==> config.mk <==
export PLATFORM = sky130hd
export DESIGN_NAME = fp16_result_packer
export DESIGN_NICKNAME = d
export VERILOG_FILES = /design/src/rtl/fp16_result_packer.sv
export SDC_FILE = /design/constraint.sdc
export NUM_CORES = 1
export LEC_CHECK = 0
export CORE_UTILIZATION = 45
export CTS_BUF_LIST = sky130_fd_sc_hd__clkbuf_2
export DETAILED_ROUTE_END_ITERATION = 12
export DONT_BUFFER_PORTS = 1
export PLACE_DENSITY = 0.56
export SETUP_SLACK_MARGIN = 0.2
export SYNTH_ARGS = -nofsm -noshare
export SYNTH_HDL_FRONTEND = slang
export SYNTH_SLANG_ARGS = --single-unit
==> constraint.sdc <==
create_clock -name clk -period 1.9 [get_ports clk]
set_input_delay 0.285 -clock clk [delete_from_list [all_inputs] [get_ports clk]]
set_output_delay 0.285 -clock clk [all_outputs]
set_load 0.005 [all_outputs]
==> src/rtl/fp16_result_packer.sv <==
// Packs an unpacked FP add/sub result (sign, mantissa with hidden bit, widened biased exponent)
// into an IEEE-754 binary16 word. Define FP16_PACK_SUBNORM_EN for serial subnormal generation.
module fp16_result_packer #(
    parameter int MANT_W    = 11,
    parameter int EXP_W     = 5,
    parameter int EXP_IN_W  = 7,
    parameter int MAX_SHIFT = 12
) (
    input  logic                clk,
    input  logic                rst_n,
    input  logic                in_valid,
    output logic                in_ready,
    input  logic                in_sign,
    input  logic [MANT_W-1:0]   in_mant,
    input  logic [EXP_IN_W-1:0] in_exp,
    output logic                out_valid,
    input  logic                out_ready,
    output logic [15:0]         out_word,
    output logic                out_ovf,
    output logic                out_unf,
    output logic                out_inv
);

    localparam int FRAC_W = MANT_W - 1;
    localparam logic signed [EXP_IN_W-1:0] EXP_OVF = EXP_IN_W'((1 << EXP_W) - 1);
    localparam logic signed [EXP_IN_W-1:0] EXP_ONE = EXP_IN_W'(1);

`ifdef FP16_PACK_SUBNORM_EN
    typedef enum logic [1:0] {IDLE = 2'd0, SHIFT = 2'd1, DONE = 2'd2} state_t;
`else
    typedef enum logic {IDLE = 1'b0, DONE = 1'b1} state_t;
`endif

    typedef enum logic [2:0] {C_ZERO, C_INV, C_OVF, C_NORM, C_SUB} cls_t;

    state_t state;
    cls_t   cls;

    logic signed [EXP_IN_W-1:0] exp_s;
    assign exp_s = $signed(in_exp);

    // NOTE: every variable written in always_comb gets a default first so no latch is inferred.
    always_comb begin
        cls = C_SUB;
        if (in_mant == '0)
            cls = C_ZERO;
        else if (!in_mant[MANT_W-1])
            cls = C_INV;
        else if (exp_s >= EXP_OVF)
            cls = C_OVF;
        else if (exp_s >= EXP_ONE)
            cls = C_NORM;
    end

`ifdef FP16_PACK_SUBNORM_EN
    localparam int CNT_W = $clog2(MAX_SHIFT + 1);
    localparam logic [EXP_IN_W:0] SHIFT_CAP = (EXP_IN_W + 1)'(MAX_SHIFT);

    logic [EXP_IN_W:0] shift_raw;
    logic [CNT_W-1:0]  shift_n;
    logic [CNT_W-1:0]  cnt;
    logic [MANT_W-1:0] mant_q;
    logic [MANT_W-1:0] mant_nxt;
    logic              sign_q;

    // Only meaningful for exp <= 0, where 1 - exp is a positive count up to 65.
    assign shift_raw = (EXP_IN_W + 1)'(1) - (EXP_IN_W + 1)'(exp_s);
    assign shift_n   = (shift_raw >= SHIFT_CAP) ? CNT_W'(MAX_SHIFT) : shift_raw[CNT_W-1:0];
    assign mant_nxt  = mant_q >> 1;
`endif

    assign in_ready = (state == IDLE);

    // NOTE: sequential state uses non-blocking assignments so all registers update together.
    always_ff @(posedge clk or negedge rst_n) begin
        if (!rst_n) begin
            state     <= IDLE;
            out_valid <= 1'b0;
            out_word  <= '0;
            out_ovf   <= 1'b0;
            out_unf   <= 1'b0;
            out_inv   <= 1'b0;
`ifdef FP16_PACK_SUBNORM_EN
            cnt       <= '0;
            mant_q    <= '0;
            sign_q    <= 1'b0;
`endif
        end else begin
            case (state)
                IDLE: begin
                    if (in_valid) begin
                        out_ovf   <= 1'b0;
                        out_unf   <= 1'b0;
                        out_inv   <= 1'b0;
                        state     <= DONE;
                        out_valid <= 1'b1;
                        case (cls)
                            C_ZERO: out_word <= '0;
                            C_INV: begin
                                out_word <= {1'b0, {EXP_W{1'b1}}, 1'b1, {(FRAC_W-1){1'b0}}};
                                out_inv  <= 1'b1;
                            end
                            C_OVF: begin
                                out_word <= {in_sign, {EXP_W{1'b1}}, {FRAC_W{1'b0}}};
                                out_ovf  <= 1'b1;
                            end
                            C_NORM: out_word <= {in_sign, in_exp[EXP_W-1:0], in_mant[FRAC_W-1:0]};
                            default: begin
`ifdef FP16_PACK_SUBNORM_EN
                                state     <= SHIFT;
                                out_valid <= 1'b0;
                                sign_q    <= in_sign;
                                mant_q    <= in_mant;
                                cnt       <= shift_n;
`else
                                out_word  <= {in_sign, {(EXP_W+FRAC_W){1'b0}}};
                                out_unf   <= 1'b1;
`endif
                            end
                        endcase
                    end
                end
`ifdef FP16_PACK_SUBNORM_EN
                SHIFT: begin
                    mant_q <= mant_nxt;
                    cnt    <= cnt - CNT_W'(1);
                    if (cnt == CNT_W'(1)) begin
                        state     <= DONE;
                        out_valid <= 1'b1;
                        out_word  <= {sign_q, {EXP_W{1'b0}}, mant_nxt[FRAC_W-1:0]};
                        out_unf   <= 1'b1;
                    end
                end
`endif
                DONE: begin
                    if (out_ready) begin
                        state     <= IDLE;
                        out_valid <= 1'b0;
                    end
                end
                default: state <= IDLE;
            endcase
        end
    end

endmodule
# ---- After elaboration in Yosys (flattened, before gate mapping)
# Cells that the tools add are included.
dict set report word_totals {
  register_bits 21
  in_bits 23
  output_inout_bits 21
  word_cells 33
}
dict set report op_classes {
  order_cmp 2
  n_eq_ne 5
  mux 14
  n_bitwise 1
  reduce_logical 5
}
# operator count
set ops {}
lappend ops {{$pmux W16 S4} 1}
lappend ops {{$mux W3} 4}
lappend ops {{$logic_not A11 Y1} 1}
lappend ops {{$ge A7 B2 Y1 const B} 1}
lappend ops {{$ge A7 B6 Y1 const B} 1}
lappend ops {{$mux W1} 7}
lappend ops {{$eq A3 B2 Y1 const B} 2}
lappend ops {{$ne A2 B2 Y1 const B} 2}
lappend ops {{$pmux W1 S2} 2}
lappend ops {{$reduce_and A2 Y1} 2}
lappend ops {{$reduce_or A4 Y1} 1}
lappend ops {{$eq A3 B1 Y1 const B} 1}
lappend ops {{$logic_not A3 Y1} 1}
lappend ops {{$not A1 Y1} 1}

# ---- Longest topological paths before layout
dict set report logic_depth {
  depth_word 8
  depth_mapped 4
  ltp_nobuf 4
}

# ---- Least setup slack after synthesis
# No wires, ideal clock.
dict set report synth_timing {
  path_type {input to register}
  startpoint {input port in_exp[1]}
  endpoint {register out_word[10]}
  setup_time_ns 0.138
  t_arrival_ns 0.993
  required_time_ns 1.762
  slack_ns 0.769
  stages 4
  path_buffers 0
  path_cell_list {nor4_2 -> a21oi_1 -> o21ai_2 -> o221ai_1}
}
dict set report synth_between {
  elab_chain_len 7
  word_cells_on_any_way 11
  classes_between {2 x order compare; 3 x eq/ne; 5 x mux; 1 x reduce/logical}
}
# element line
set synth_rtl {}
lappend synth_rtl {{start, declared} 15} ;# input logic [EXP_IN_W-1:0] in_exp,
lappend synth_rtl {{$ge A7 B2 Y1} 51} ;# else if (exp_s >= EXP_ONE)
lappend synth_rtl {{$mux W3} 51}
lappend synth_rtl {{$mux W3 (*)} 49} ;# else if (exp_s >= EXP_OVF)
lappend synth_rtl {{$mux W3 (*)} 47} ;# else if (!in_mant[MANT_W-1])
lappend synth_rtl {{$mux W3 (*)} 45} ;# if (in_mant == '0)
lappend synth_rtl {{$eq A3 B2 Y1, or another cell as far along} 97} ;# case (cls)
lappend synth_rtl {{$pmux W16 S4 (*)} 97}
lappend synth_rtl {{end signal, assigned} 100} ;# out_word <= {1'b0, {EXP_W{1'b1}}, 1'b1, {(FRAC_W-1){1'b0}}};
lappend synth_rtl {{end signal, assigned} 104} ;# out_word <= {in_sign, {EXP_W{1'b1}}, {FRAC_W{1'b0}}};
lappend synth_rtl {{end signal, assigned} 107} ;# C_NORM: out_word <= {in_sign, in_exp[EXP_W-1:0], in_mant[FRAC_W-1:0]};
lappend synth_rtl {{end, declared} 18} ;# output logic [15:0] out_word,
# Mark *: on every way between the ends. The rest lies on a longest branch, timed or not.
# A chain may end at the register's enable or synchronous reset.

# ---- Final worst setup path
dict set report layout_timing {
  startpoint {register state}
  endpoint {register out_word[11]}
}
dict set report layout_between {
  elab_chain_len 2
}
# element line
set layout_rtl {}
lappend layout_rtl {{start, declared} 36} ;# state_t state;
lappend layout_rtl {{start signal, assigned} 77} ;# state <= IDLE;
lappend layout_rtl {{start signal, assigned} 95} ;# state <= DONE;
lappend layout_rtl {{start signal, assigned} 137} ;# state <= IDLE;
lappend layout_rtl {{$not A1 Y1 (no source line)} --}
lappend layout_rtl {{$reduce_and A2 Y1 (no source line)} --}
# No other way between the ends.

==> run metrics <==
Die Wd=48.3 um; share of post-route cells with drive strength above 1=11.8%; Hold Path Cell Cnt=1; Die Area=2340 um2; Crit path required time=2.14 ns; vias in the first global route=805; # setup viols final=0; pin count of the biggest net entering global routing=22; CP max FO=7; Mapped Cells=104; Initial Utilization=48.7%; leading cell type in the layout, fill and taps excluded=nand2_1; # rows=16; dpl ws=0.534 ns; worst skew pair latency=0.31 ns; P_int=0.623 mW; peak supply drop=0.452 mV; nets=134; switch share=30.1%; RSZ-0062 raised after global routing=false; Slew headroom=35.9%; #FFs+latches synth=21; initial antenna violation count=0; Slew @ Worst Pin=0.958 ns; root buffer cell=clkbuf_2; H-tree levels=1; Worst EP arrival=1.64 ns; commonest non-fill, non-tap cells in the layout=nand2_1 (33), dfrtp_1 (21), o21ai_1 (10); area of the core=1980 um2; top-area cell type share of the netlist area=54.4%; min Tclk post-route=1.40 ns; CP Depth=3; 1st-iter DRT viols=10; CP Class=flop to flop; clock transition at the registers of the reported paths=0.20 ns; max_cap viols=0; Seq/Total Area, Yosys=54.4%; total of warnings raised by yosys=0; DP HPWL=1640 um; Inserted Clock Buffers=3; CP top delay family=simple AND/OR/NAND/NOR gates; synth top area cells=dfrtp_1 (54%), nand2_1 (13%), o21ai_1 (5.2%), o221ai_1 (4.5%), inv_1 (3.1%); worst r2r path cells=3; total number of vias=741; Psw=0.268 mW; Lkg Pwr=0.468 nW; slowest CP cell=dfrtp_1; Routability Congestion=0.732; ANT cells=0; CTS Buffer Depth=2; Synth Cell Area=966 um2; Cell Chain, Critical Path=nor2b_1, nand4_2, o221ai_1; die height=48.3 um; clock group share of total power=21.3%; outcome=finished, final reports clean; clock skew=0.00937 ns; GR Overflow Total=0; Critical Path End Type=flop; port bufs=0; Filler Cells Inserted=186; Setup WS post-layout=0.503 ns; period utilization=73.6%; clock tree sinks=21; worst hold path class=input port to flop; Routed WL per cell=15.9 um; CTS tree=built; global-route wire length before repair=3630 um; syn_nets=127; CP Launch Type=flop; final hold vios=0; sequential power share=62.7%; pwr dens=849 nW/um2; Routed Antenna Nets=0; WL final=2170 um; I/O Pins=44; total power=0.891 mW; Peak Freq=0.716 GHz; Mean Syn Cell Area=9.29 um2; Via density=5.41; router iterations before antenna repair=2; Cell variety after synth=26; CP Buf/Inv Count=0; power share of the combinational group=16.0%; dominant cell type by area after synthesis=dfrtp_1; Syn-to-layout area delta=8.68%; setup_tns=0 ns; Pins Over Slew Limit=0; DRC viols=0; CP max stage delay=0.45 ns; GRT Resource Usage Total=20.1%
## sequential cells by signal, summed over array words and instances (netlist names)
register / cells
out_valid: 1
out_ovf: 1
out_word: 16
out_unf: 1
state: 1
out_inv: 1
## routing by layer
layer | up-vias | track usage [%] | part of all wire [%]
met3 | 2 | 9.12 | 11
li1 | 369 | - | -
met5 | - | 0 | 0
met2 | 33 | 31.0 | 44
met1 | 337 | 24.5 | 45
met4 | 0 | 8.33 | 0.51
## cell type report
cell class / instances / area, um2 / share of cell area [%]
sequential: 21 / 526 / 50.1
multi-input combinational: 72 / 398 / 37.9
timing repair buffer: 5 / 42.5 / 4.05
tap: 27 / 33.8 / 3.22
inverter: 8 / 30.0 / 2.86
clock buffer: 4 / 20.0 / 1.91
## path summary, 6_finish.rpt
path,slack [ns],to,start
worst max-delay path,0.50,out_word[11],state
worst min-delay path,0.04,out_valid,out_ready
worst max register to register,0.50,out_word[11],state
worst min register to register,0.52,out_valid,state
max in group asynchronous,0.79,out_word[12],rst_n
min in group asynchronous,0.53,out_word[5],rst_n
## worst reg2reg max path, delay by kind of cell (launching register included)
family | cells | cell delay (ns)
AOI/OAI and AO/OA | 1 | 0.23
DFF | 1 | 0.45
and+or+nand+nor | 2 | 0.65
## cells by family (layout without fill, tap and decap cells)
family / after synthesis / in the layout / share of synthesized area (%)
and+or+nand+nor: 46 / 46 / 22.4
AOI/OAI and AO/OA: 26 / 26 / 18.8
DFF: 21 / 21 / 54.4
buffers and inverters: 11 / 17 / 4.40
## power by group through the flow
stage	registers, mW	clock network (mW)	logic, mW
finish	0.558	0.190	0.143
global route	0.565	0.209	0.166
CTS	0.560	0.197	0.144
detailed placement	0.568	0	0.133
global placement	0.566	0	0.129
floorplan	0.555	0	0.104
## metrics by stage
step	hold WS [ns]	cell area, um2	util, %	instances
3_3_place_gp	-0.0102	1010	50.9	131
5_1_grt	0.00247	1050	53.0	137
2_1_floorplan	-0.0106	966	-	104
6_report	0.0387	1050	53.0	137
4_1_cts	0.0157	1040	52.5	136
3_5_place_dp	-0.0102	1010	50.9	131
## Yosys cell counts
cell      instances
a21oi_1           1
a31oi_1           2
a31oi_4           1
a41oi_1           1
and3_4            1
buf_2             1
clkbuf_1          2
dfrtp_1          21
inv_1             8
nand2_1          33
nand2b_1          1
nand3_1           1
nand3_2           1
nand4_2           1
nor2_1            3
nor2b_1           1
nor3_1            1
nor4_1            2
nor4_2            1
o21a_1            1
o21ai_0           2
o21ai_1          10
o21ai_2           1
o221ai_1          5
o22ai_1           1
o31ai_1           1
## what timing repair did
action / in CTS / in global routing
endpoints found under the hold margin: 21 / 1
resized for setup: 0 / 0
setup buffers: 0 / 0
hold buffers: 1 / 1
Power figures use the tool's default switching activity.
